--- src/rtl/int_latch_regs.sv ---
// Interrupt latch and readout: edge/level event capture gated by ICR inhibit, a
// pending word driving INTR, and a clear-on-read serial readout of the pending word.
module int_latch_regs #(
    parameter int NINT = 13,
    parameter bit EDGE = 1'b1
) (
    input  logic            SIM_CLK,
    input  logic            SIM_RST,
    input  logic            V1,
    input  logic [NINT-1:0] INT_SRC,
    input  logic [NINT-1:0] ICR_N,
    input  logic            RD_REQ,
    output logic            INTR,
    output logic [NINT-1:0] PEND,
    output logic            SER_DATA,
    output logic            SER_STRB,
    output logic            RD_DONE,
    output logic            RD_IGN
);

    localparam int CNT_W = (NINT > 1) ? $clog2(NINT) : 1;

    typedef enum logic [1:0] {IDLE, SHIFT, DONE} state_t;

    state_t            state_q, state_d;
    logic [NINT-1:0]   pend_q, pend_d;
    logic [NINT-1:0]   snap_q, snap_d;
    logic [NINT-1:0]   src_q, src_d;
    logic [CNT_W-1:0]  cnt_q, cnt_d;
    logic              intr_q, intr_d;
    logic              ser_data_q, ser_data_d;
    logic              ser_strb_q, ser_strb_d;
    logic              rd_done_q, rd_done_d;
    logic              rd_ign_q, rd_ign_d;
    logic [NINT-1:0]   arr;
    logic [NINT-1:0]   set;
    logic [NINT-1:0]   snap_sh;

    always_comb begin
        arr        = EDGE ? (INT_SRC & ~src_q) : INT_SRC;
        set        = arr & ICR_N;
        snap_sh    = snap_q >> 1;
        state_d    = state_q;
        pend_d     = pend_q | set;
        snap_d     = snap_q;
        cnt_d      = cnt_q;
        src_d      = INT_SRC;
        ser_data_d = 1'b0;
        ser_strb_d = 1'b0;
        rd_done_d  = 1'b0;
        rd_ign_d   = 1'b0;
        case (state_q)
            IDLE: begin
                if (RD_REQ) begin
                    // Clear-on-read, but an arrival in the read cycle itself is kept.
                    snap_d     = pend_q;
                    pend_d     = set;
                    cnt_d      = '0;
                    state_d    = SHIFT;
                    ser_strb_d = 1'b1;
                    ser_data_d = pend_q[0];
                end
            end
            SHIFT: begin
                rd_ign_d = RD_REQ;
                if (cnt_q == CNT_W'(NINT - 1)) begin
                    state_d   = DONE;
                    rd_done_d = 1'b1;
                end else begin
                    cnt_d      = cnt_q + 1'b1;
                    snap_d     = snap_sh;
                    ser_strb_d = 1'b1;
                    ser_data_d = snap_sh[0];
                end
            end
            DONE: begin
                rd_ign_d = RD_REQ;
                state_d  = IDLE;
            end
            default: state_d = IDLE;
        endcase
        intr_d = |(pend_d & ICR_N);
    end

    always_ff @(posedge SIM_CLK) begin
        if (SIM_RST) begin
            state_q    <= IDLE;
            pend_q     <= '0;
            snap_q     <= '0;
            cnt_q      <= '0;
            src_q      <= '1;
            intr_q     <= 1'b0;
            ser_data_q <= 1'b0;
            ser_strb_q <= 1'b0;
            rd_done_q  <= 1'b0;
            rd_ign_q   <= 1'b0;
        end else if (V1) begin
            state_q    <= state_d;
            pend_q     <= pend_d;
            snap_q     <= snap_d;
            cnt_q      <= cnt_d;
            src_q      <= src_d;
            intr_q     <= intr_d;
            ser_data_q <= ser_data_d;
            ser_strb_q <= ser_strb_d;
            rd_done_q  <= rd_done_d;
            rd_ign_q   <= rd_ign_d;
        end
    end

    assign INTR     = intr_q;
    assign PEND     = pend_q;
    assign SER_DATA = ser_data_q;
    assign SER_STRB = ser_strb_q;
    assign RD_DONE  = rd_done_q;
    assign RD_IGN   = rd_ign_q;

endmodule

--- config.mk ---
export PLATFORM = sky130hd
export DESIGN_NAME = int_latch_regs
export DESIGN_NICKNAME = d
export VERILOG_FILES = /design/src/rtl/int_latch_regs.sv
export SDC_FILE = /design/constraint.sdc
export NUM_CORES = 1
export LEC_CHECK = 0
export BUFFER_PORTS_ARGS = -buffer_cell sky130_fd_sc_hd__buf_2
export CORE_MARGIN = 1.5
export CORE_UTILIZATION = 49
export CTS_CLUSTER_SIZE = 14
export DETAILED_ROUTE_END_ITERATION = 8
export GPL_ROUTABILITY_DRIVEN = 1
export GPL_TIMING_DRIVEN = 0
export PLACE_DENSITY = 0.76
export SYNTH_ARGS = -nofsm -noshare
export SYNTH_HDL_FRONTEND = slang
export SYNTH_SLANG_ARGS = --single-unit
--- constraint.sdc ---
create_clock -name SIM_CLK -period 1.55 [get_ports SIM_CLK]
set_input_delay 0.0775 -clock SIM_CLK [delete_from_list [all_inputs] [get_ports SIM_CLK]]
set_output_delay 0.0775 -clock SIM_CLK [all_outputs]
set_load 0.01 [all_outputs]
; Word-level counts from Yosys, hierarchy flattened
; Index checks and enable logic that the tools add are counted.
[op_classes]
addsub = 1
eq_ne = 6
n_mux = 20
bitwise_logic = 5
n_reduce_logical = 6
[op_table]
columns = operator, n
row1 = two-way mux 13 bit, 4
row2 = AND 13 bit, 3
row3 = case mux 13 bit (2 select lines), 1
row4 = NOT 13 bit, 1
row5 = OR 13 bit, 1
row6 = OR reduction 13 bit, 1
row7 = two-way mux 4 bit, 2
row8 = case mux 4 bit (2 select lines), 1
row9 = two-way mux 1 bit, 7
row10 = != test 2 bit (second input constant), 3
row11 = adder 4 x 1 -> 4 bit (second input constant), 1
row12 = equality test 4 bit (second input constant), 1
row13 = two-way mux 2 bit, 2
row14 = case mux 1 bit (2 select lines), 2
row15 = case mux 2 bit (2 select lines), 1
row16 = AND reduction 4 bit, 1
row17 = AND reduction 3 bit, 1
row18 = equality test 2 x 1 -> 1 bit (second input constant), 1
row19 = equality test 2 bit (second input constant), 1
row20 = zero test 2 bit, 1
row21 = nonzero test 2 bit, 1
row22 = OR reduction 2 bit, 1
[word_totals]
reg_bits = 50
output_inout_bits = 18
word_cells = 48

; Depth between registers and ports, before layout
; Gate-level depths: netlist of run 1.
[depth]
word_depth = 8
mapped_depth = 8

; Least setup slack after synthesis of run 1
; Ideal clock, no wire load.
[synth_timing]
path_kind = reg-to-reg
startpoint = register state_q[1]
endpoint = register snap_q[3]
t_arrival_ns = 1.441
required_ns = 1.414
slack_ns = -0.027
stages_incl_launch_ff = 9
cell_sequence = dfxtp_1 -> inv_1 -> ha_1 -> buf_6 -> mux2_4 -> and3_4 -> buf_12 -> nor2_2 -> a211oi_2
[synth_between]
elab_chain_len = 3
elab_cells_between_ends = 7
cone_classes = eq/ne (3) / mux (1) / reduce/logical (3)
[synth_lines]
columns = element, line_no
row1 = start: declaration, 25  ; state_t state_q, state_d;
row2 = start signal: assignment, 98  ; state_q <= state_d;
row3 = equality test 2 x 1 -> 1 bit / zero test 2 bit (equally long branches), 52  ; case (state_q)
row4 = != test 2 bit (no source line) / nonzero test 2 bit (equally long branches), -
row5 = AND reduction 4 bit (no source line), -
row6 = end signal: assignment, 100  ; snap_q <= snap_d;
row7 = end: declaration, 27  ; logic [NINT-1:0] snap_q, snap_d;
; Several ways; a longest one is shown, not always the timed one.
; A chain may end at the register's enable or synchronous reset.

; Final worst setup path of run 1
[layout_timing]
startpoint = register state_q[0]
endpoint = register cnt_q[2]
[layout_between]
elab_chain_len = 3
elab_cells_between_ends = 7
cone_classes = eq/ne (3) / mux (1) / reduce/logical (3)
[layout_lines]
columns = element, line_no
row1 = equality test 2 x 1 -> 1 bit / zero test 2 bit (equally long branches), 52
row2 = != test 2 bit (no source line) / nonzero test 2 bit (equally long branches), -
row3 = AND reduction 4 bit (no source line), -
row4 = end signal: assignment, 101  ; cnt_q <= cnt_d;
row5 = end: declaration, 29  ; logic [CNT_W-1:0] cnt_q, cnt_d;
; Several ways; a longest one is shown, not always the timed one.

==> results of run 1 <==
[cells in the final DEF (no fill, tap or decap), types with 2 or more instances in the layout]
master          n
a211o_1        14
dlygate4sd3_1  10
nand4_1         4
mux2i_1        13
and3b_1         2
clkbuf_1        5
buf_2          52
ha_4            2
dfxtp_2         2
o22ai_1         4
a21o_1          2
buf_6           3
buf_4           4
buf_12          2
buf_1           2
clkbuf_8        5
ha_1            3
nor2b_1        16
nand2_1        17
nand3_1         3
nor2_1         27
nor2_4          9
inv_4           2
a32oi_1         2
clkinv_2        2
or3_1           3
dfxtp_1        46
inv_1           3
a21oi_1         8
a211oi_2       11
nor4_2          2
a22oi_1        15
[path summary, 6_finish.rpt]
| check | startpoint | to | slack [ns] |
|---|---|---|---|
| worst max-delay path | state_q[0] | cnt_q[2] | -0.02 |
| worst min-delay path | INT_SRC[2] | src_q[2] | 0.01 |
| worst max register to register | state_q[0] | cnt_q[2] | -0.02 |
| worst min register to register | RD_IGN | RD_IGN | 0.47 |
[cell usage after synthesis (2+ instances only)]
cell type	n	share of area, %
ha_1	5	2.7
nor4_1	2	0.54
nand3_1	4	0.86
buf_1	2	0.32
inv_1	5	0.81
o22ai_1	4	1.1
a22oi_1	15	4.9
a21o_1	2	0.65
and2_1	2	0.54
nor2_2	9	2.4
a211oi_2	11	5.9
clkbuf_1	4	0.65
buf_2	6	1.3
or3_1	4	1.1
nand2_1	17	2.8
a32oi_1	2	0.76
nor2_1	27	4.4
nand4_1	4	1.1
a211o_1	14	5.3
a21oi_1	9	1.9
buf_6	2	0.97
and3b_1	2	0.76
mux2i_1	13	5.6
nor2b_1	16	4.3
dfxtp_1	49	42
[flip-flops by register name, summed over array words and instances (netlist names), 2 cells and up]
register,cells
PEND,13
src_q,13
snap_q,12
cnt_q,4
state_q,2
[worst max-delay path, delay by kind of cell (launching register included)]
family	cells	cell delay, ns
buffers and inverters	3	0.28
muxes	1	0.31
xor gates and xnor gates	1	0.15
and+or+nand+nor	2	0.16
DFF	1	0.39
adders and majority gates	1	0.17
[through the flow]
step | instance area, µm² | power, W | instances | util (%) | hold slack, ns
2_1_floorplan | 2320 | 0.00168 | 244 | - | 0.195
3_3_place_gp | 2620 | 0.00180 | 343 | 58.9 | 0.297
3_5_place_dp | 2620 | 0.00181 | 343 | 58.9 | 0.302
4_1_cts | 2930 | 0.00259 | 366 | 66.0 | 0.0143
5_1_grt | 3000 | 0.00272 | 367 | 67.5 | 0.00666
6_report | 3000 | 0.00263 | 367 | 67.5 | 0.0137
[power by group]
group	internal (W)	switching (W)
Combinational	0.000256	0.000264
Clock	0.000314	0.000418
Sequential	0.00132	0.0000511
Total	0.00189	0.000734
[routing by layer]
metal / part of all wire, % / global-route usage, % / vias to the layer above
met4: 1.3 / 5.87 / 0
met2: 47 / 39.1 / 84
li1: - / - / 1032
met3: 7.2 / 4.64 / 8
met1: 44 / 33.1 / 1015
met5: 0 / 0 / -
[area by class of cell]
cell class / instances / area [µm²] / area share, %
multi-input combinational: 175 / 1330 / 44.2
sequential: 49 / 987 / 32.9
timing repair buffer: 64 / 415 / 13.8
buffer: 14 / 98.8 / 3.29
clock buffer: 6 / 72.6 / 2.42
tap: 52 / 65.1 / 2.17
inverter: 5 / 23.8 / 0.792
clock inverter: 2 / 10.0 / 0.334
[what timing repair did]
action / in CTS / in global routing
endpoints found under the hold margin: 10 / 0
hold buffers: 10 / 0
buffers inserted: 6 / 1
cloned: 1 / 0
pin swaps: 6 / 7
endpoints found under the setup margin: 13 / 21
resized for setup: 20 / 16
[kinds of logic after synthesis]
logic type                 synth area share [%]
muxes                                      6.26
xor gates and xnor gates                  0.378
buffers and inverters                      4.91
AOI/OAI and AO/OA                          22.9
DFF                                        42.3
adders and majority gates                  2.70
and+or+nand+nor                            20.5
==> impl_metrics.yaml, run 1 <==
cts:
  cts_buffers: 5
  ctsLongestPathBuffers: 2
  cts.clk_slew.worst_paths_ns: 0.09
  root_buffer: "clkbuf_8"
  clkLatencyLatePin_ns: 0.30
  htree_levels: 2
  cts.sinks: 49
  cts_tree: "done"
synth:
  netlist_instances: 244
  async_flop_share_pct: 0
  synth_warnings: 0
  syn_area_um2: 2320
  ys.flop_type: "dfxtp_1"
  synth_cell_types: 39
  synth_edf_count: 0
  ys_seq_area_share_pct: 42.3
  synth_fp_nets: 279
  avgSynthCellArea_um2: 9.50
  synth_seq_cells: 49
cells_and_area:
  layout.nets: 349
  syn2layout_area_growth_pct: 29.5
  final.fill_count: 360
  num_antenna_cells: 0
  drive_gt1_share_pct: 34.0
floorplan:
  fp.dieH_um: 71.8
  rows: 24
  coreArea_um2: 4440
  die_area_um2: 5150
  ios: 48
  initial_utilization_pct: 52.1
  die_x_um: 71.8
setup_path:
  rr_worst_depth: 8
  cpMostUsedCell: "buf_6"
  worstPathCellList: "inv_4 -> ha_4 -> mux2_4 -> buf_6 -> buf_6 -> nand4_1 -> xor2_1 -> nor2_1"
  startpoint_type: "flop"
  slowest_delay_ns: 0.39
  cp_slowest_cell: "dfxtp_4"
  cp_max_fo: 4
  cp.arrival_ns: 1.77
  endpoint_kind: "flop"
  crit_type: "flop to flop"
  required_ns: 1.75
detailed_routing:
  via_per_inst: 5.83
  routed_wl_mm: 6.16
  drt-pass1-iter-count: 7
  num_vias: 2139
  avgRoutedWirePerCell_um: 16.8
  drtIter0Drc: 139
  postRouteAntennaNets: 0
  drc: 0
power:
  peakVddDrop_mv: 0.621
  p_leak_nw: 1.22
  pwr_density_cell_nw_per_um2: 875
grt:
  grt_first_pass_wirelength_mm: 9.55
  grt.total_usage_pct: 24.1
  grt_pass1_vias: 1914
  grt_max_degree: 15
  grt_overflow: 0
  antenna_found_initial: 0
sta:
  hold_viol: 0
  fin_crit_sh_pct: 101
  setup_tns_ns: -0.0496
  tightest_slew_ns: 0.615
  fin_skew_ns: 0.00566
  finalWorstSetupSlack_ns: -0.0215
  maxSlewViolCount: 0
  setup_viol: 3
  min_period_ns: 1.57
  rsz0062_at_grt: "yes"
  slew-limit-headroom_pct: 59.0
  fmax_mhz: 636
placement:
  io_buffers: 47
  gp_congestion: 0.843
  hpwl_mm: 4.12
  place_ws_ns: -0.141
run:
  maxCapViolations: 0
status:
  status: "finished with violations"
  failed_checks: "setup timing"
worst_hold_path:
  hold_path.class: "input port to flop"
  whs_path_depth: 2
No activity file was read; power rests on OpenSTA's default activity.
==> run 2: changes to the inputs <==
--- a/config.mk
+++ b/config.mk
@@ -13,6 +13,7 @@
 export GPL_ROUTABILITY_DRIVEN = 1
 export GPL_TIMING_DRIVEN = 0
 export PLACE_DENSITY = 0.76
+export SKIP_CTS_REPAIR_TIMING = 1
 export SYNTH_ARGS = -nofsm -noshare
 export SYNTH_HDL_FRONTEND = slang
 export SYNTH_SLANG_ARGS = --single-unit
==> impl_metrics.yaml, run 2 (synthesized netlist as in run 1, its figures left out) <==
status:
  status: "finished with violations"
  failed_checks: "hold timing, setup timing"
setup_path:
  worstPathCellList: "inv_2 -> ha_2 -> nand4_1 -> and3_4 -> clkbuf_16 -> nor2_2 -> a211oi_2"
  cp.arrival_ns: 1.84
  reg2reg_slack_ns: -0.06
  cp_slowest_cell: "dfxtp_2"
  required_ns: 1.78
  cp_max_fo: 5
  startpoint_type: "flop"
  crit_type: "flop to flop"
  slowest_delay_ns: 0.36
  endpoint_kind: "flop"
power:
  total_power_w: 0.00257
  comb_power_share_pct: 18.5
  peakVddDrop_mv: 0.626
  p_leak_nw: 1.17
  internal_power_w: 0.00186
  pwr_density_cell_nw_per_um2: 895
  pwr-share-clk_pct: 28.3
  power.switching_w: 0.000712
  switching_share_pct: 27.7
  seqPwrFrac_pct: 53.2
floorplan:
  die_x_um: 71.8
  rows: 24
  fp.dieH_um: 71.8
  coreArea_um2: 4440
  ios: 48
  die_area_um2: 5150
  initial_utilization_pct: 52.1
grt:
  grt.total_usage_pct: 22.2
  grt_overflow: 0
  grt_first_pass_wirelength_mm: 8.89
  grt_max_degree: 15
  grt_pass1_vias: 1792
  antenna_found_initial: 0
cells_and_area:
  num_antenna_cells: 0
  final_common_cell: "buf_2"
  syn2layout_area_growth_pct: 24.1
  final_cell_mix: "buf_2 (53), dfxtp_1 (45), nor2_1 (27), nand2_1 (17), nor2b_1 (16)"
  layout.nets: 343
  instances_no_fill: 361
  fin_area_um2: 2880
  drive_gt1_share_pct: 34.6
sta:
  fmax_mhz: 622
  tightest_slew_ns: 0.647
  setup_viol: 11
  finalWorstSetupSlack_ns: -0.0575
  fin_crit_sh_pct: 104
  slew-limit-headroom_pct: 56.8
  hold_viol: 2
  min_period_ns: 1.61
  rsz0062_at_grt: "yes"
  whs_ns: -0.00618
  maxSlewViolCount: 0
  fin_skew_ns: 0.00796
detailed_routing:
  routed_wl_mm: 6.05
  drtIter0Drc: 164
  num_vias: 2096
  avgRoutedWirePerCell_um: 16.7
  via_per_inst: 5.81
  postRouteAntennaNets: 0
  drc: 0
  drt-pass1-iter-count: 6
cts:
  htree_levels: 2
  cts_tree: "done"
  cts_buffers: 5
  cts.sinks: 49
  cts.clk_slew.worst_paths_ns: 0.09
  ctsLongestPathBuffers: 2
  root_buffer: "clkbuf_8"
  clkLatencyLatePin_ns: 0.30
placement:
  postPlaceCellArea_um2: 2620
  hpwl_mm: 4.12
  placedCellCount: 343
  gp_congestion: 0.843
  io_buffers: 47
run:
  maxCapViolations: 0
worst_hold_path:
  hold_path.class: "input port to flop"
[run 2: cell types whose count changed in the layout (fill, tap and decap cells not counted), moves of 3 or more]
cell,before,now
buf_6,3,0
dlygate4sd3_1,10,3
nor2_4,9,3
buf_4,4,7
nor2_2,0,6
[run 2: power groups by stage]
stage	Combinational, W	Clock [W]	Sequential (W)
2_1_floorplan	0.000287	0	0.00139
3_3_place_gp	0.000411	0	0.00139
3_5_place_dp	0.000417	0	0.00139
4_1_cts	0.000419	0.000737	0.00136
5_1_grt	0.000514	0.000783	0.00138
6_report	0.000477	0.000728	0.00137
[run 2: metrics by stage]
stage	setup slack [ns]	util [%]	hold slack, ns	TNS [ns]
2_1_floorplan	0.00523	-	0.195	0
6_report	-0.0575	64.7	-0.00618	-0.368
4_1_cts	-0.171	60.8	-0.00769	-1.80
5_1_grt	-0.100	64.7	0.000552	-1.11
3_3_place_gp	-0.130	58.9	0.297	-1.30
3_5_place_dp	-0.141	58.9	0.302	-1.48
[run 2: worst paths after layout]
check / startpoint / to / cells after the start
worst min register to register: RD_IGN / RD_IGN / 2
worst max-delay path: cnt_q[0] / snap_q[5] / 7
worst max register to register: cnt_q[0] / snap_q[5] / 7
worst min-delay path: INT_SRC[11] / src_q[11] / 2
[run 2: final cells by class]
class,count,area [µm²]
Fill cell,387,1570
Multi-Input combinational cell,175,1280
Sequential cell,49,988
Timing Repair Buffer,58,343
Buffer,14,92.6
Clock buffer,6,72.6
Tap cell,52,65.1
Inverter,5,23.8
Clock inverter,2,10.0
[run 2: worst max-delay path, delay by kind of cell (launching register included)]
family          cells  cell delay (ns)
fa+ha+maj           1             0.19
simple gates        3             0.61
flops               1             0.36
buf+inv             2             0.22
compound gates      1             0.17
[run 2: layer usage]
layer,global-route usage (%),vias to the layer above,share of wire (%)
met1,31.4,1011,46
met3,4.64,6,6.3
met4,5.03,0,1.1
met2,35.1,69,46
met5,0,-,0
li1,-,1010,-
